===== src/rtl/fp_mul_host.sv =====
// Host side of a byte-serial link to a double-precision multiplier: ships A then B
// LSB byte first, waits (bounded) for the READY edge, then collects the 8-byte product.
module fp_mul_host #(
  parameter int unsigned TIMEOUT = 1023
) (
  input  logic        i_clk,
  input  logic        i_reset,
  input  logic        i_start,
  input  logic [63:0] i_op_a,
  input  logic [63:0] i_op_b,
  output logic        o_busy,
  output logic        o_done,
  output logic        o_err,
  output logic [63:0] o_result,
  output logic        o_enable,
  output logic [7:0]  o_data_in,
  input  logic [7:0]  i_data_out,
  input  logic        i_ready
);

  typedef enum logic [2:0] {
    S_IDLE = 3'd0,
    S_SEND = 3'd1,
    S_WAIT = 3'd2,
    S_RECV = 3'd3,
    S_FIN  = 3'd4
  } state_t;

  localparam logic [15:0] LP_TMO_LAST = 16'(TIMEOUT - 32'd1);

  state_t        r_state;
  state_t        w_next_state;
  logic [15:0]   r_cnt;
  logic [127:0]  r_tx;
  logic [63:0]   r_rx;
  logic          r_ready_q;
  logic          w_rise;
  logic          w_busy_nx;
  logic          w_done_nx;
  logic          w_err_nx;
  logic          w_enable_nx;
  logic [63:0]   w_result_nx;

  assign w_rise    = i_ready & ~r_ready_q;
  // r_tx shifts in zeros, so it is all-zero once the 16 bytes are out
  assign o_data_in = r_tx[7:0];

  // State register and link datapath (shared counter: SEND bytes, WAIT cycles, RECV bytes)
  always_ff @(posedge i_clk) begin
    if (i_reset) begin
      r_state   <= S_IDLE;
      r_cnt     <= 16'd0;
      r_tx      <= 128'd0;
      r_rx      <= 64'd0;
      r_ready_q <= 1'b0;
    end else begin
      r_state   <= w_next_state;
      r_ready_q <= i_ready;
      case (r_state)
        S_IDLE: begin
          r_cnt <= 16'd0;
          if (i_start) begin
            r_tx <= {i_op_b, i_op_a};
          end else begin
            r_tx <= r_tx;
          end
        end
        S_SEND: begin
          r_tx  <= {8'h00, r_tx[127:8]};
          r_cnt <= (r_cnt == 16'd15) ? 16'd0 : r_cnt + 16'd1;
        end
        S_WAIT: begin
          if (w_rise) begin
            r_rx  <= {i_data_out, r_rx[63:8]};
            r_cnt <= 16'd1;
          end else begin
            r_cnt <= r_cnt + 16'd1;
          end
        end
        S_RECV: begin
          r_rx  <= {i_data_out, r_rx[63:8]};
          r_cnt <= r_cnt + 16'd1;
        end
        default: begin
          r_cnt <= 16'd0;
        end
      endcase
    end
  end

  // Next-state logic; a READY edge beats a same-cycle timeout
  always_comb begin
    w_next_state = r_state;
    case (r_state)
      S_IDLE: w_next_state = i_start ? S_SEND : S_IDLE;
      S_SEND: w_next_state = (r_cnt == 16'd15) ? S_WAIT : S_SEND;
      S_WAIT: begin
        if (w_rise) begin
          w_next_state = S_RECV;
        end else if (r_cnt == LP_TMO_LAST) begin
          w_next_state = S_FIN;
        end else begin
          w_next_state = S_WAIT;
        end
      end
      S_RECV: w_next_state = (r_cnt == 16'd7) ? S_FIN : S_RECV;
      S_FIN:  w_next_state = S_IDLE;
      default: w_next_state = S_IDLE;
    endcase
  end

  // Output decode from the upcoming state, so registered outputs line up with it
  always_comb begin
    w_busy_nx   = (w_next_state != S_IDLE);
    w_enable_nx = (w_next_state == S_SEND);
    w_done_nx   = (w_next_state == S_FIN);
    w_err_nx    = (r_state == S_WAIT) && (w_next_state == S_FIN);
    if ((r_state == S_RECV) && (w_next_state == S_FIN)) begin
      w_result_nx = {i_data_out, r_rx[63:8]};
    end else begin
      w_result_nx = o_result;
    end
  end

  // Output registers
  always_ff @(posedge i_clk) begin
    if (i_reset) begin
      o_busy   <= 1'b0;
      o_enable <= 1'b0;
      o_done   <= 1'b0;
      o_err    <= 1'b0;
      o_result <= 64'd0;
    end else begin
      o_busy   <= w_busy_nx;
      o_enable <= w_enable_nx;
      o_done   <= w_done_nx;
      o_err    <= w_err_nx;
      o_result <= w_result_nx;
    end
  end

endmodule


===== config.mk =====
export PLATFORM = sky130hd
export DESIGN_NAME = fp_mul_host
export DESIGN_NICKNAME = d
export VERILOG_FILES = /design/src/rtl/fp_mul_host.sv
export SDC_FILE = /design/constraint.sdc
export NUM_CORES = 1
export LEC_CHECK = 0
export CAP_MARGIN = 0
export CORE_UTILIZATION = 55
export CTS_CLUSTER_SIZE = 24
export DETAILED_ROUTE_END_ITERATION = 10
export GPL_TIMING_DRIVEN = 0
export PLACE_DENSITY_LB_ADDON = 0.1
export SYNTH_ARGS = -nofsm -noshare
export SYNTH_HDL_FRONTEND = slang
export SYNTH_SLANG_ARGS = --single-unit

===== constraint.sdc =====
create_clock -name i_clk -period 6.7 [get_ports i_clk]
set_clock_uncertainty 0.15 [all_clocks]
set_input_delay 0.67 -clock i_clk [delete_from_list [all_inputs] [get_ports i_clk]]
set_output_delay 0.67 -clock i_clk [all_outputs]
set_load 0.02 [all_outputs]

Yosys cells after proc, flatten, opt, wreduce, memory -nomap -nowiden

Cells that the tools add are included.

Add/sub/neg operators: 1
Multiply operators: 0
Divide/modulo/power cells: 0
$lt $le $gt $ge: 0
Equal/unequal tests: 10
Shift operators: 0
Multiplexer cells: 13
Bitwise gates (word level): 2
Reductions and logical operators: 8

Operator list:

| cell                  | number |
|---|---|
| $pmux 128 s2          | 1 |
| $mux 128              | 1 |
| $pmux 64 s2           | 1 |
| $mux 64               | 1 |
| $pmux 16 s3           | 1 |
| $mux 16               | 2 |
| $add 16x1->16 const B | 1 |
| $eq 16x10->1 const B  | 1 |
| $eq 16x3->1 const B   | 1 |
| $eq 16x4->1 const B   | 1 |
| $pmux 3 s4            | 1 |
| $mux 3                | 3 |
| $eq 3x1->1 const B    | 2 |
| $eq 3x2->1 const B    | 2 |
| $ne 2x2->1 const B    | 2 |
| $reduce_and 2->1      | 2 |
| $reduce_bool 2->1     | 2 |
| $eq 3x3->1 const B    | 1 |
| $logic_not 3->1       | 1 |
| $reduce_bool 3->1     | 1 |
| $logic_and 1x1->1     | 2 |
| $mux 2                | 1 |
| $and 1x1->1           | 1 |
| $mux 1                | 1 |
| $not 1->1             | 1 |

Register bits: 280
Latch bits: 0
RAM bits: 0
ROM bits: 0
Input bits: 140
Output and inout bits: 76
Logic and storage cells: 44
Memories kept: 0

Depth between registers and ports, before layout

Depth in word-level cells: 6
Mapped depth: 8
Mapped depth without buffers: 5

Least setup slack after synthesis

Ideal clock, no wire load.

Path kind: flip-flop to flip-flop
Start: reg r_cnt[4]
End: reg o_result[33]
Library setup time: 0.132 ns
Data arrival time: 1.900 ns
Required time: 6.418 ns
Slack: 4.518 ns
Stages on the path, launching flop included: 7
Path buffers: 2
Period minus slack after synthesis: 2.182 ns
Cell sequence: dfxtp_1 -> or4_1 -> or4_4 -> buf_6 -> buf_6 -> o21ai_1 -> a21oi_1

Word-level cells in the longest chain between the ends: 6
Elaborated cells on any way between the ends: 10
Those cells by class: eq/ne: 4; mux: 5; reduce/logical: 1

RTL lines:

| item                   | RTL line | RTL |
|---|---|---|
| start, declared        | 33       | `logic [15:0] r_cnt;` |
| start signal, assigned | 70       | `r_cnt <= (r_cnt == 16'd15) ? 16'd0 : r_cnt + 16'd1;` |
| start signal, assigned | 77       | `r_cnt <= r_cnt + 16'd1;` |
| start signal, assigned | 82       | `r_cnt <= r_cnt + 16'd1;` |
| $eq 16x10->1           | 100      | `end else if (r_cnt == LP_TMO_LAST) begin` |
| $mux 3                 | 100      |  |
| $mux 3                 | 98       | `if (w_rise) begin` |
| $pmux 3 s4 *           | 94       | `case (r_state)` |
| $eq 3x3->1 *           | 118      | `if ((r_state == S_RECV) && (w_next_state == S_FIN)) begin` |
| $logic_and 1x1->1 *    | 118      |  |
| end signal, assigned   | 138      | `o_result <= w_result_nx;` |
| end, declared          | 14       | `output logic [63:0] o_result,` |

Every way passes the cells marked *; elsewhere a longest branch is shown, timed or not.
A chain may end at the register's enable or synchronous reset.

Worst setup path in the final report

Start: in i_start
End: reg r_tx[54]

Word-level cells in the longest chain between the ends: 2

RTL lines:

| item                              | RTL line | RTL |
|---|---|---|
| start, declared                   | 8        | `input logic i_start,` |
| $ne 2x2->1 (no source line)       | -        |  |
| $reduce_and 2->1 (no source line) | -        |  |
| end signal, assigned              | 63       | `r_tx <= {i_op_b, i_op_a};` |
| end signal, assigned              | 65       | `r_tx <= r_tx;` |
| end signal, assigned              | 69       | `r_tx <= {8'h00, r_tx[127:8]};` |
| end, declared                     | 34       | `logic [127:0] r_tx;` |

No other way between the ends.

==> impl_metrics.tcl <==
set metrics [dict create \
    synth_edf_count 0 \
    hp-start "r_tx[3]$_SDFFE_PP0P_" \
    cts.sinks 272 \
    finalMaxSlewViolations 0 \
    hold_buffers 0 \
    tightest_slew_ps 720 \
    crit_start "i_start" \
    port-buffer-count 214 \
    coreArea_sq_um 18300 \
    synth_top_area_share_pct 52.4 \
    via_per_inst 5.76 \
    syn_area_sq_um 10400 \
    power.density_nw_per_um2 254 \
    synth_flop_cell "dfxtp_1" \
    synth_largest_area_cell "dfxtp_1" \
    maxCapViolations 0 \
    rsz0062_at_grt "false" \
    reg2reg_setup_slack_ps 3920 \
    dieWidth_microns 140 \
    tns_ps 0 \
    relSlewSlack_pct 51.9 \
    yosysWarnings 0 \
    hold_viol 0 \
    ys_seq_area_share_pct 52.4 \
    pre_cts_ws_ps 3260 \
    fin_crit_ps 2900 \
    cp_max_fo 10 \
    nets 1621 \
    cts_inserted_buffers 27 \
    min-delay-path-class "reg -> reg" \
    cts_setup_buffers 0 \
    finalSetupViolCount 0 \
    worst-setup-path-type "in -> reg" \
    synth_nets 1378 \
    cp.arrival_ps 3190 \
    timing.final.ws_setup_ps 3800 \
    fin_crit_sh_pct 43.3 \
    die_y_microns 140 \
    drc_errors 0 \
    io_pins 216 \
    start_util_pct 56.9 \
    path_clk_slew_ps 60 \
    routedWlPerCell_microns 16.5 \
    routed_wl_mm 28.5 \
    finalPower_uw 3480 \
    fmax_mhz 345 \
    drive_gt1_share_pct 5.15 \
    p_leak_uw 0.00464 \
    place_hpwl_mm 20.3 \
    status "completed" \
    clockBufferDepth 3 \
    cp.required_ps 6980 \
    synthTopCellsByCount "dfxtp_1, a21oi_1, nand2_1" \
    yosysMostFrequentCell "dfxtp_1" \
    yosys.cell_types.count 48 \
    drt_iter0_drc 708 \
    grt_max_degree 14 \
    synth_seq_cells 272 \
    firstDrtPassIters 6 \
    htree_levels 1 \
    grt_use_total_pct 28.9 \
    dr_total_vias 9941 \
    synthCells 1236 \
    grt_pass1_wl_mm 45.8 \
    ant_nets 0 \
    utilization_pct 75.0 \
    r2r-start "r_state[0]$_SDFF_PP0_" \
    end_kind "register" \
    dieArea_sq_um 19500 \
    grt_pass1_vias 9435 \
    cts_resized 0 \
    cts_tree "built" \
    gr-total-overflow 0 \
    row_count 49 \
    root_buffer "clkbuf_16" \
    antenna_found_initial 2 \
    worst_setup_path_start_kind "primary input" \
    synth.avg_cell_area_sq_um 8.42 \
    synth_area_leaders "dfxtp_1, a21oi_1, nand2_1, a22oi_1, nand3_1" \
    clock_latency_ps 530 \
    peakVddDrop_v 0.000209 \
    timing.hold.ws_ps 304 \
    gp_congestion 0.853 \
    syn_to_final_growth_pct 31.7 \
    ys_async_sr_fraction_pct 0 \
]
[logic make-up after synthesis]
family                     count (synthesis)  synth area share [%]
buffers and inverters                    127                  5.38
DFF                                      272                  52.4
xor gates and xnor gates                  14                  1.18
muxes                                      4                 0.385
adders and majority gates                  2                 0.241
AOI/OAI and AO/OA                        421                  23.5
and+or+nand+nor                          396                  17.0
[placed cells by master, fill, tap and decap left out, types with 3 or more instances in the layout]
cell and n:
clkbuf_1 103, clkdlybuf4s50_1 214, o211a_1 3, dfxtp_1 272
a21oi_1 218, o21ai_0 27, clkbuf_8 8, clkinv_2 3
buf_2 9, nand3_1 73, nor2_1 37, nand2_1 213
clkbuf_16 27, nor4_1 5, a22oi_1 101, xor2_1 5
buf_6 5, buf_1 3, buf_4 9, nor3_1 43
o22ai_1 24, inv_1 4, mux2i_1 4, nand4_1 3
xnor2_1 9, or2_2 3, o21ai_1 37
[flip-flops by register name, indices dropped and copies added (netlist names)]
signal,flops
r_tx,128
o_result,64
r_rx,56
r_cnt,16
r_state,3
o_busy,1
o_done,1
o_enable,1
o_err,1
r_ready_q,1
[cell type report]
type	instances	area (sq um)
Antenna cell	2	5.00
Fill cell	1447	4570
Sequential cell	272	5450
Timing Repair Buffer	214	2140
Inverter	4	15.0
Tap cell	229	287
Buffer	123	544
Multi-Input combinational cell	837	4400
Clock buffer	41	808
Clock inverter	5	52.6
[report_power, final]
group          switching [uW]  total [uW]  leakage [uW]  internal, uW
combinational             158         307       0.00200           149
sequential               32.0        1710       0.00221          1680
clock                     606        1470      0.000423           862
[final timing paths]
path                                               to  cells past startpoint
worst min register to register   r_tx[3]$_SDFFE_PP0P_                      2
worst max register to register  r_tx[54]$_SDFFE_PP0P_                      6
worst max-delay path            r_tx[54]$_SDFFE_PP0P_                      6
worst min-delay path             r_tx[3]$_SDFFE_PP0P_                      2
[metal layers]
metal  GRT usage (%)  part of all wire (%)  routed length [microns]
met1            37.8                    43                    12400
met2            47.6                    47                    13400
met3            4.34                   6.3                     1800
met4            12.3                   3.3                      954
met5               0                     0                        0
[critical path: stages]
cell	delay (ps)
clkdlybuf4s50_1	540
nor4b_2	630
clkbuf_1	570
clkbuf_1	400
a22oi_1	160
a21oi_1	210
[metrics by stage]
| step | cell area (sq um) | instances |
|---|---|---|
| finish | 13700 | 1727 |
| global route | 13700 | 1727 |
| CTS | 13700 | 1725 |
| detailed placement | 12800 | 1679 |
| global placement | 12800 | 1679 |
| floorplan | 10400 | 1236 |
No activity file was read; power rests on OpenSTA's default activity.
